[config.mk]
export PLATFORM = sky130hd
export DESIGN_NAME = renode_apb3_completer_bridge_flat
export DESIGN_NICKNAME = d
export VERILOG_FILES = /design/src/rtl/renode_apb3_completer_bridge_pkg.sv /design/src/rtl/renode_apb3_completer_bridge_if.sv /design/src/rtl/renode_apb3_completer_bridge_timeout_counter.sv /design/src/rtl/renode_apb3_completer_bridge.sv /design/src/flat_wrapper.sv
export SDC_FILE = /design/constraint.sdc
export NUM_CORES = 1
export LEC_CHECK = 0
export ABC_AREA = 0
export BUFFER_PORTS_ARGS = -buffer_cell sky130_fd_sc_hd__buf_2
export CAP_MARGIN = 20
export CORE_UTILIZATION = 43
export DETAILED_ROUTE_END_ITERATION = 8
export GPL_TIMING_DRIVEN = 0
export HOLD_SLACK_MARGIN = 0.05
export PLACE_DENSITY = 0.74
export SYNTH_ARGS = -nofsm -noshare
export SYNTH_HDL_FRONTEND = slang
export SYNTH_SLANG_ARGS = --single-unit
[constraint.sdc]
create_clock -name clk -period 3.47 [get_ports clk]
set_clock_uncertainty 0.1 [all_clocks]
set_input_delay 0.5205 -clock clk [delete_from_list [all_inputs] [get_ports clk]]
set_output_delay 0.5205 -clock clk [all_outputs]
set_load 0.03 [all_outputs]
[src/rtl/renode_apb3_completer_bridge_pkg.sv]
// Shared types, response codes and decode helpers for the APB3 completer bridge.
package renode_apb3_completer_bridge_pkg;

    typedef enum logic [1:0] {
        RQ_IDLE,
        RQ_SETUP,
        RQ_ACCESS
    } requester_state_e;

    typedef enum logic [2:0] {
        S_IDLE,
        S_REQ,
        S_WAIT,
        S_RESP,
        S_ERR
    } bridge_state_e;

    localparam logic ApbOkay   = 1'b0;
    localparam logic ApbSlvErr = 1'b1;

    // True when addr is a whole multiple of the bus width in bytes.
    function automatic logic is_aligned(input logic [63:0] addr, input int unsigned data_width);
        logic [63:0] mask;
        mask = 64'((data_width / 8) - 1);
        return (addr & mask) == 64'd0;
    endfunction

endpackage

[src/rtl/renode_apb3_completer_bridge_if.sv]
// APB3 completer link plus single-outstanding backend request/response port.
interface renode_apb3_completer_bridge_if #(
    parameter int unsigned AddressWidth = 20,
    parameter int unsigned DataWidth    = 32,
    parameter int unsigned TagWidth     = 4
);
    logic [AddressWidth-1:0] paddr;
    logic                    pselx;
    logic                    penable;
    logic                    pwrite;
    logic [DataWidth-1:0]    pwdata;
    logic                    pready;
    logic [DataWidth-1:0]    prdata;
    logic                    pslverr;

    logic                    req_valid;
    logic                    req_ready;
    logic                    req_write;
    logic [AddressWidth-1:0] req_addr;
    logic [DataWidth-1:0]    req_wdata;
    logic [TagWidth-1:0]     req_tag;
    logic                    rsp_valid;
    logic [TagWidth-1:0]     rsp_tag;
    logic [DataWidth-1:0]    rsp_rdata;
    logic                    rsp_error;

    logic                    protocol_error;
    logic                    timeout_event;

    modport slave (
        input  paddr, pselx, penable, pwrite, pwdata,
        input  req_ready, rsp_valid, rsp_tag, rsp_rdata, rsp_error,
        output pready, prdata, pslverr,
        output req_valid, req_write, req_addr, req_wdata, req_tag,
        output protocol_error, timeout_event
    );

    modport master (
        output paddr, pselx, penable, pwrite, pwdata,
        output req_ready, rsp_valid, rsp_tag, rsp_rdata, rsp_error,
        input  pready, prdata, pslverr,
        input  req_valid, req_write, req_addr, req_wdata, req_tag,
        input  protocol_error, timeout_event
    );
endinterface

[src/rtl/renode_apb3_completer_bridge_timeout_counter.sv]
// Per-transaction cycle counter; expired_o is high once TimeoutCycles-1 is reached.
module renode_apb3_completer_bridge_timeout_counter #(
    parameter int unsigned TimeoutCycles = 64
) (
    input  logic clk,
    input  logic rst,
    input  logic start_i,
    input  logic clear_i,
    input  logic enable_i,
    output logic expired_o
);
    localparam int unsigned CntWidth = $clog2(TimeoutCycles);
    localparam logic [CntWidth-1:0] CntLast = CntWidth'(TimeoutCycles - 1);

    logic [CntWidth-1:0] count_q, count_d;
    logic                expired_q;

    always_comb begin
        count_d = count_q;
        if (start_i || clear_i) begin
            count_d = '0;
        end else if (enable_i && (count_q != CntLast)) begin
            count_d = count_q + CntWidth'(1);
        end
    end

    always_ff @(posedge clk or posedge rst) begin
        if (rst) begin
            count_q   <= '0;
            expired_q <= 1'b0;
        end else begin
            count_q   <= count_d;
            expired_q <= (count_d == CntLast);
        end
    end

    assign expired_o = expired_q;
endmodule

[src/rtl/renode_apb3_completer_bridge.sv]
// APB3 completer that forwards transfers to a tagged single-outstanding backend,
// with decode errors, per-transfer timeout and stale-response rejection.
module renode_apb3_completer_bridge
    import renode_apb3_completer_bridge_pkg::*;
#(
    parameter int unsigned AddressWidth  = 20,
    parameter int unsigned DataWidth     = 32,
    parameter int unsigned AddrLimit     = 32'h0001_0000,
    parameter int unsigned TimeoutCycles = 64,
    parameter int unsigned TagWidth      = 4
) (
    input logic clk,
    input logic rst,
    renode_apb3_completer_bridge_if.slave bus
);
    bridge_state_e           state_q, state_d;
    logic                    pready_q, pready_d;
    logic                    pslverr_q, pslverr_d;
    logic [DataWidth-1:0]    prdata_q, prdata_d;
    logic                    req_valid_q, req_valid_d;
    logic                    req_write_q, req_write_d;
    logic [AddressWidth-1:0] req_addr_q, req_addr_d;
    logic [DataWidth-1:0]    req_wdata_q, req_wdata_d;
    logic [TagWidth-1:0]     req_tag_q, req_tag_d;
    logic                    protocol_error_q, protocol_error_d;
    logic                    timeout_event_q, timeout_event_d;

    logic access_c, setup_c, decode_err_c, rsp_match_c;
    logic cnt_start_c, cnt_clear_c, cnt_enable_c, expired;

    assign access_c     = bus.pselx & bus.penable;
    assign setup_c      = bus.pselx & ~bus.penable;
    assign decode_err_c = (32'(bus.paddr) >= AddrLimit) || !is_aligned(64'(bus.paddr), DataWidth);
    assign rsp_match_c  = bus.rsp_valid && (bus.rsp_tag == req_tag_q);

    always_comb begin
        state_d          = state_q;
        pready_d         = 1'b0;
        pslverr_d        = ApbOkay;
        prdata_d         = prdata_q;
        req_valid_d      = 1'b0;
        req_write_d      = req_write_q;
        req_addr_d       = req_addr_q;
        req_wdata_d      = req_wdata_q;
        req_tag_d        = req_tag_q;
        protocol_error_d = 1'b0;
        timeout_event_d  = 1'b0;
        cnt_start_c      = 1'b0;

        unique case (state_q)
            S_IDLE: begin
                if (setup_c) begin
                    req_addr_d  = bus.paddr;
                    req_write_d = bus.pwrite;
                    req_wdata_d = bus.pwdata;
                    if (decode_err_c) begin
                        state_d   = S_ERR;
                        pready_d  = 1'b1;
                        pslverr_d = ApbSlvErr;
                        prdata_d  = '0;
                    end else begin
                        state_d     = S_REQ;
                        req_valid_d = 1'b1;
                        req_tag_d   = req_tag_q + TagWidth'(1);
                        cnt_start_c = 1'b1;
                    end
                end else if (access_c) begin
                    protocol_error_d = 1'b1;
                end
            end
            S_REQ, S_WAIT: begin
                // Requester abandoned the access phase: abort without completing.
                if (!access_c) begin
                    state_d          = S_IDLE;
                    protocol_error_d = 1'b1;
                end else if ((state_q == S_WAIT) && rsp_match_c) begin
                    state_d   = S_RESP;
                    pready_d  = 1'b1;
                    pslverr_d = bus.rsp_error;
                    prdata_d  = req_write_q ? '0 : bus.rsp_rdata;
                end else if (expired) begin
                    state_d         = S_RESP;
                    pready_d        = 1'b1;
                    pslverr_d       = ApbSlvErr;
                    prdata_d        = '0;
                    timeout_event_d = 1'b1;
                end else if (state_q == S_REQ) begin
                    if (bus.req_ready) begin
                        state_d = S_WAIT;
                    end else begin
                        req_valid_d = 1'b1;
                    end
                end
            end
            S_RESP, S_ERR: begin
                state_d          = S_IDLE;
                protocol_error_d = ~access_c;
            end
            default: state_d = S_IDLE;
        endcase
    end

    assign cnt_enable_c = (state_q == S_REQ) || (state_q == S_WAIT);
    assign cnt_clear_c  = !((state_d == S_REQ) || (state_d == S_WAIT));

    renode_apb3_completer_bridge_timeout_counter #(
        .TimeoutCycles(TimeoutCycles)
    ) u_timeout (
        .clk      (clk),
        .rst      (rst),
        .start_i  (cnt_start_c),
        .clear_i  (cnt_clear_c),
        .enable_i (cnt_enable_c),
        .expired_o(expired)
    );

    always_ff @(posedge clk or posedge rst) begin
        if (rst) begin
            state_q          <= S_IDLE;
            pready_q         <= 1'b0;
            pslverr_q        <= 1'b0;
            prdata_q         <= '0;
            req_valid_q      <= 1'b0;
            req_write_q      <= 1'b0;
            req_addr_q       <= '0;
            req_wdata_q      <= '0;
            req_tag_q        <= '0;
            protocol_error_q <= 1'b0;
            timeout_event_q  <= 1'b0;
        end else begin
            state_q          <= state_d;
            pready_q         <= pready_d;
            pslverr_q        <= pslverr_d;
            prdata_q         <= prdata_d;
            req_valid_q      <= req_valid_d;
            req_write_q      <= req_write_d;
            req_addr_q       <= req_addr_d;
            req_wdata_q      <= req_wdata_d;
            req_tag_q        <= req_tag_d;
            protocol_error_q <= protocol_error_d;
            timeout_event_q  <= timeout_event_d;
        end
    end

    assign bus.pready         = pready_q;
    assign bus.pslverr        = pslverr_q;
    assign bus.prdata         = prdata_q;
    assign bus.req_valid      = req_valid_q;
    assign bus.req_write      = req_write_q;
    assign bus.req_addr       = req_addr_q;
    assign bus.req_wdata      = req_wdata_q;
    assign bus.req_tag        = req_tag_q;
    assign bus.protocol_error = protocol_error_q;
    assign bus.timeout_event  = timeout_event_q;
endmodule
[src/flat_wrapper.sv]
// flat-port wrapper written by rule: the top's interface ports become plain ports
module renode_apb3_completer_bridge_flat import renode_apb3_completer_bridge_pkg::*;
#(
    parameter int unsigned AddressWidth  = 20,
    parameter int unsigned DataWidth     = 32,
    parameter int unsigned AddrLimit     = 32'h0001_0000,
    parameter int unsigned TimeoutCycles = 64,
    parameter int unsigned TagWidth      = 4
)
  (clk, rst, bus_paddr, bus_pselx, bus_penable, bus_pwrite, bus_pwdata, bus_req_ready, bus_rsp_valid, bus_rsp_tag, bus_rsp_rdata, bus_rsp_error, bus_pready, bus_prdata, bus_pslverr, bus_req_valid, bus_req_write, bus_req_addr, bus_req_wdata, bus_req_tag, bus_protocol_error, bus_timeout_event);
  renode_apb3_completer_bridge_if #(.AddressWidth(AddressWidth), .DataWidth(DataWidth), .TagWidth(TagWidth)) bus_i ();
  input logic clk;
  input logic rst;
  input wire logic [$bits(bus_i.paddr)-1:0] bus_paddr;
  input wire logic [$bits(bus_i.pselx)-1:0] bus_pselx;
  input wire logic [$bits(bus_i.penable)-1:0] bus_penable;
  input wire logic [$bits(bus_i.pwrite)-1:0] bus_pwrite;
  input wire logic [$bits(bus_i.pwdata)-1:0] bus_pwdata;
  input wire logic [$bits(bus_i.req_ready)-1:0] bus_req_ready;
  input wire logic [$bits(bus_i.rsp_valid)-1:0] bus_rsp_valid;
  input wire logic [$bits(bus_i.rsp_tag)-1:0] bus_rsp_tag;
  input wire logic [$bits(bus_i.rsp_rdata)-1:0] bus_rsp_rdata;
  input wire logic [$bits(bus_i.rsp_error)-1:0] bus_rsp_error;
  output wire logic [$bits(bus_i.pready)-1:0] bus_pready;
  output wire logic [$bits(bus_i.prdata)-1:0] bus_prdata;
  output wire logic [$bits(bus_i.pslverr)-1:0] bus_pslverr;
  output wire logic [$bits(bus_i.req_valid)-1:0] bus_req_valid;
  output wire logic [$bits(bus_i.req_write)-1:0] bus_req_write;
  output wire logic [$bits(bus_i.req_addr)-1:0] bus_req_addr;
  output wire logic [$bits(bus_i.req_wdata)-1:0] bus_req_wdata;
  output wire logic [$bits(bus_i.req_tag)-1:0] bus_req_tag;
  output wire logic [$bits(bus_i.protocol_error)-1:0] bus_protocol_error;
  output wire logic [$bits(bus_i.timeout_event)-1:0] bus_timeout_event;
  assign bus_i.paddr = bus_paddr;
  assign bus_i.pselx = bus_pselx;
  assign bus_i.penable = bus_penable;
  assign bus_i.pwrite = bus_pwrite;
  assign bus_i.pwdata = bus_pwdata;
  assign bus_i.req_ready = bus_req_ready;
  assign bus_i.rsp_valid = bus_rsp_valid;
  assign bus_i.rsp_tag = bus_rsp_tag;
  assign bus_i.rsp_rdata = bus_rsp_rdata;
  assign bus_i.rsp_error = bus_rsp_error;
  assign bus_pready = bus_i.pready;
  assign bus_prdata = bus_i.prdata;
  assign bus_pslverr = bus_i.pslverr;
  assign bus_req_valid = bus_i.req_valid;
  assign bus_req_write = bus_i.req_write;
  assign bus_req_addr = bus_i.req_addr;
  assign bus_req_wdata = bus_i.req_wdata;
  assign bus_req_tag = bus_i.req_tag;
  assign bus_protocol_error = bus_i.protocol_error;
  assign bus_timeout_event = bus_i.timeout_event;
  renode_apb3_completer_bridge #(.AddressWidth(AddressWidth), .DataWidth(DataWidth), .AddrLimit(AddrLimit), .TimeoutCycles(TimeoutCycles), .TagWidth(TagWidth)) u_core (.clk(clk), .rst(rst), .bus(bus_i));
endmodule
==> results.yml <==
cts:
  cts.sinks: 104
  tritoncts: "done"
  clk_latency_ns: 0.36
  clock_path_buffers: 2
  root_buffer: "clkbuf_8"
  path_clk_slew_ns: 0.09
  cts_resized: 0
  cts_buffers: 9
  cts_hold_buf: 0
  post-cts-setup-buffers: 0
  cts-htree-levels: 3
global_route:
  grt_pass1_vias: 3392
  grt_first_pass_wirelength_um: 16240
  grt_max_degree: 60
  antenna_found_initial: 0
  overflow: 0
  grt_use_total: 0.1929
critical_path:
  required_ns: 3.66
  critPathMaxFanout: 10
  timing.critical_path.from: "u_core.bus.req_tag[0]"
  path_class: "reg -> reg"
  critPathLaunchType: "flip-flop"
  crit-reg2reg-launch: "u_core.bus.req_tag[0]"
  crit_slowest_cell: "dfrtp_1"
  crit_chain: "xnor2_1 > nand4_1 > or2_1 > o221ai_2 > buf_6 > buf_12 > mux2i_1"
  cp_slowest_stage_delay_ns: 0.47
  critPathCaptureType: "flip-flop"
  cp.arrival_ns: 2.39
sta:
  tightestPinTransition_ns: 0.5863
  grt_setup_unrepaired: "false"
  slew_headroom: 0.6091
  min_period_ns: 2.207
  fin_crit_sh: 0.6361
  fin_setup_tns_ns: 0
  timing.fmax_ghz: 0.4530
  whs_ns: 0.1187
  setup_ws_ns: 1.263
  setup_viol: 0
  hold_violations: 0
  finalMaxSlewViolations: 0
placed_design:
  gp_congestion: 0.8173
  io_buffers: 189
  hpwl_um: 7588
  pre_cts_ws_ns: 1.093
  placed_cell_area_mm2: 0.005585
  numPlacedInstances: 672
power:
  p_seq_frac: 0.491
  p_per_area_mw_per_mm2: 487.5
  power_mw: 2.825
  ir_drop_uv: 290.9
  p_clk_frac: 0.286
  switching_share: 0.3045
  p_comb_frac: 0.223
  leakagePower_nw: 2.870
  power.switching_mw: 0.8604
  p_int_mw: 1.965
floorplanning:
  die_x_um: 103.7
  row_count: 36
  start_util: 0.4484
  die_y_um: 103.7
  io_pins: 190
  core_mm2: 0.009910
  die-area_mm2: 0.01074
synth:
  synthTopCellsByCount: "dfrtp_1 (104), mux2_2 (53), nand2_1 (42), inv_1 (34), mux2i_1 (33)"
  synth_area_leader_cell: "dfrtp_1"
  syn_area_mm2: 0.004443
  ys.flop_type: "dfrtp_1"
  synth-edff-count: 0
  async_flop_share: 1.000
  synth.top_cell.area_share: 0.5858
  synth_most_common_cell: "dfrtp_1"
  ys_warn_count: 0
  avgSynthCellArea_um2: 12.73
  synth_cell_types: 38
  synthTopCellsByArea: "dfrtp_1 (59%), mux2_2 (13%), mux2i_1 (7.4%)"
  netlist_instances: 349
  ys_ff_latch: 104
  syn_nets: 447
  yosysSeqAreaShare: 0.5858
drt:
  wirelength_um: 9948
  routed_via_density: 4.774
  wl_per_cell_um: 14.48
  dr.pass1.iters: 4
  drc_errors: 0
  ant_nets: 0
  drtIter0Drc: 138
  vias: 3280
layout:
  fin_util: 0.5848
  final_cells: 687
  area_delta_synth_final_pct: 30.44
  diodes: 0
  nNetsFinal: 648
  drive_gt1_frac: 0.5036
  fin_area_mm2: 0.005796
worst_hold_path:
  holdCritPathClass: "in -> async"
outcome:
  status: "finished, final reports clean"
job:
  drv_cap: 0
## worst max-delay path: cells and delay by family (launching register included)
kind                      cells  cell delay, ns
DFF                           1            0.47
muxes                         1            0.20
AOI/OAI and AO/OA             1            0.19
buffers and inverters         2            0.34
and+or+nand+nor               2            0.63
xor gates and xnor gates      1            0.20
## registers in the layout, summed over array words and instances (netlist names)
name / flops
u_core.bus.pslverr: 1
u_core.bus.req_write: 1
u_core.bus.protocol_error: 1
u_core.bus.timeout_event: 1
u_core.u_timeout.count_q: 6
u_core.state_q: 3
u_core.u_timeout.expired_o: 1
u_core.bus.req_addr: 20
u_core.bus.req_valid: 1
u_core.bus.req_tag: 4
u_core.bus.prdata: 32
u_core.bus.pready: 1
u_core.bus.req_wdata: 32
## layout by cell type (no fill, tap or decap), types with 4 or more instances in the layout
cell,n
mux2i_1,33
dfrtp_1,104
nand4_1,4
buf_2,199
clkbuf_8,9
mux2_2,53
nand3_1,4
xor2_1,4
nand2_1,42
xnor2_1,9
nor2_1,14
inv_1,33
## cells by family after synthesis
family | Yosys count | share of synthesized area
simple gates | 82 | 0.09209
mux | 86 | 0.2087
compound gates | 12 | 0.02450
buf+inv | 50 | 0.05773
fa+ha+maj | 2 | 0.005631
xor+xnor | 13 | 0.02563
flops | 104 | 0.5858
## power by group through the flow
stage	Combinational (mW)	Clock [mW]	Sequential, mW
after global routing	0.667	0.876	1.40
after CTS	0.639	0.829	1.39
final	0.630	0.807	1.39
after floorplan	0.177	0	1.64
after detailed placement	0.639	0	1.41
after global placement	0.620	0	1.40
## path summary, 6_finish.rpt
path	to	slack, ns	cells past startpoint
worst max-delay path	u_core.bus.prdata[16]	1.26	7
worst min-delay path	u_core.bus.prdata[12]	0.12	2
worst max register to register	u_core.bus.prdata[16]	1.26	7
worst min register to register	u_core.bus.req_addr[19]	0.41	1
max in group asynchronous	u_core.u_timeout.count_q[1]	2.46	3
min in group clk	u_core.bus.req_addr[6]	0.28	2
## layer usage
metal | GRT usage | wire length (µm)
met1 | 0.2318 | 4266
met2 | 0.3337 | 4779
met3 | 0.05223 | 769
met4 | 0.06735 | 134
met5 | 0 | 0
## final cells by class
cell class,instances,area (µm²)
Sequential cell,104,2603
Multi-Input combinational cell,195,1584
Clock buffer,10,127.6
Clock inverter,5,82.58
Timing Repair Buffer,190,973.4
Inverter,34,130.1
Tap cell,133,166.4
Buffer,16,128.9
Fill cell,854,4114
(Power assumes the default switching activity.)
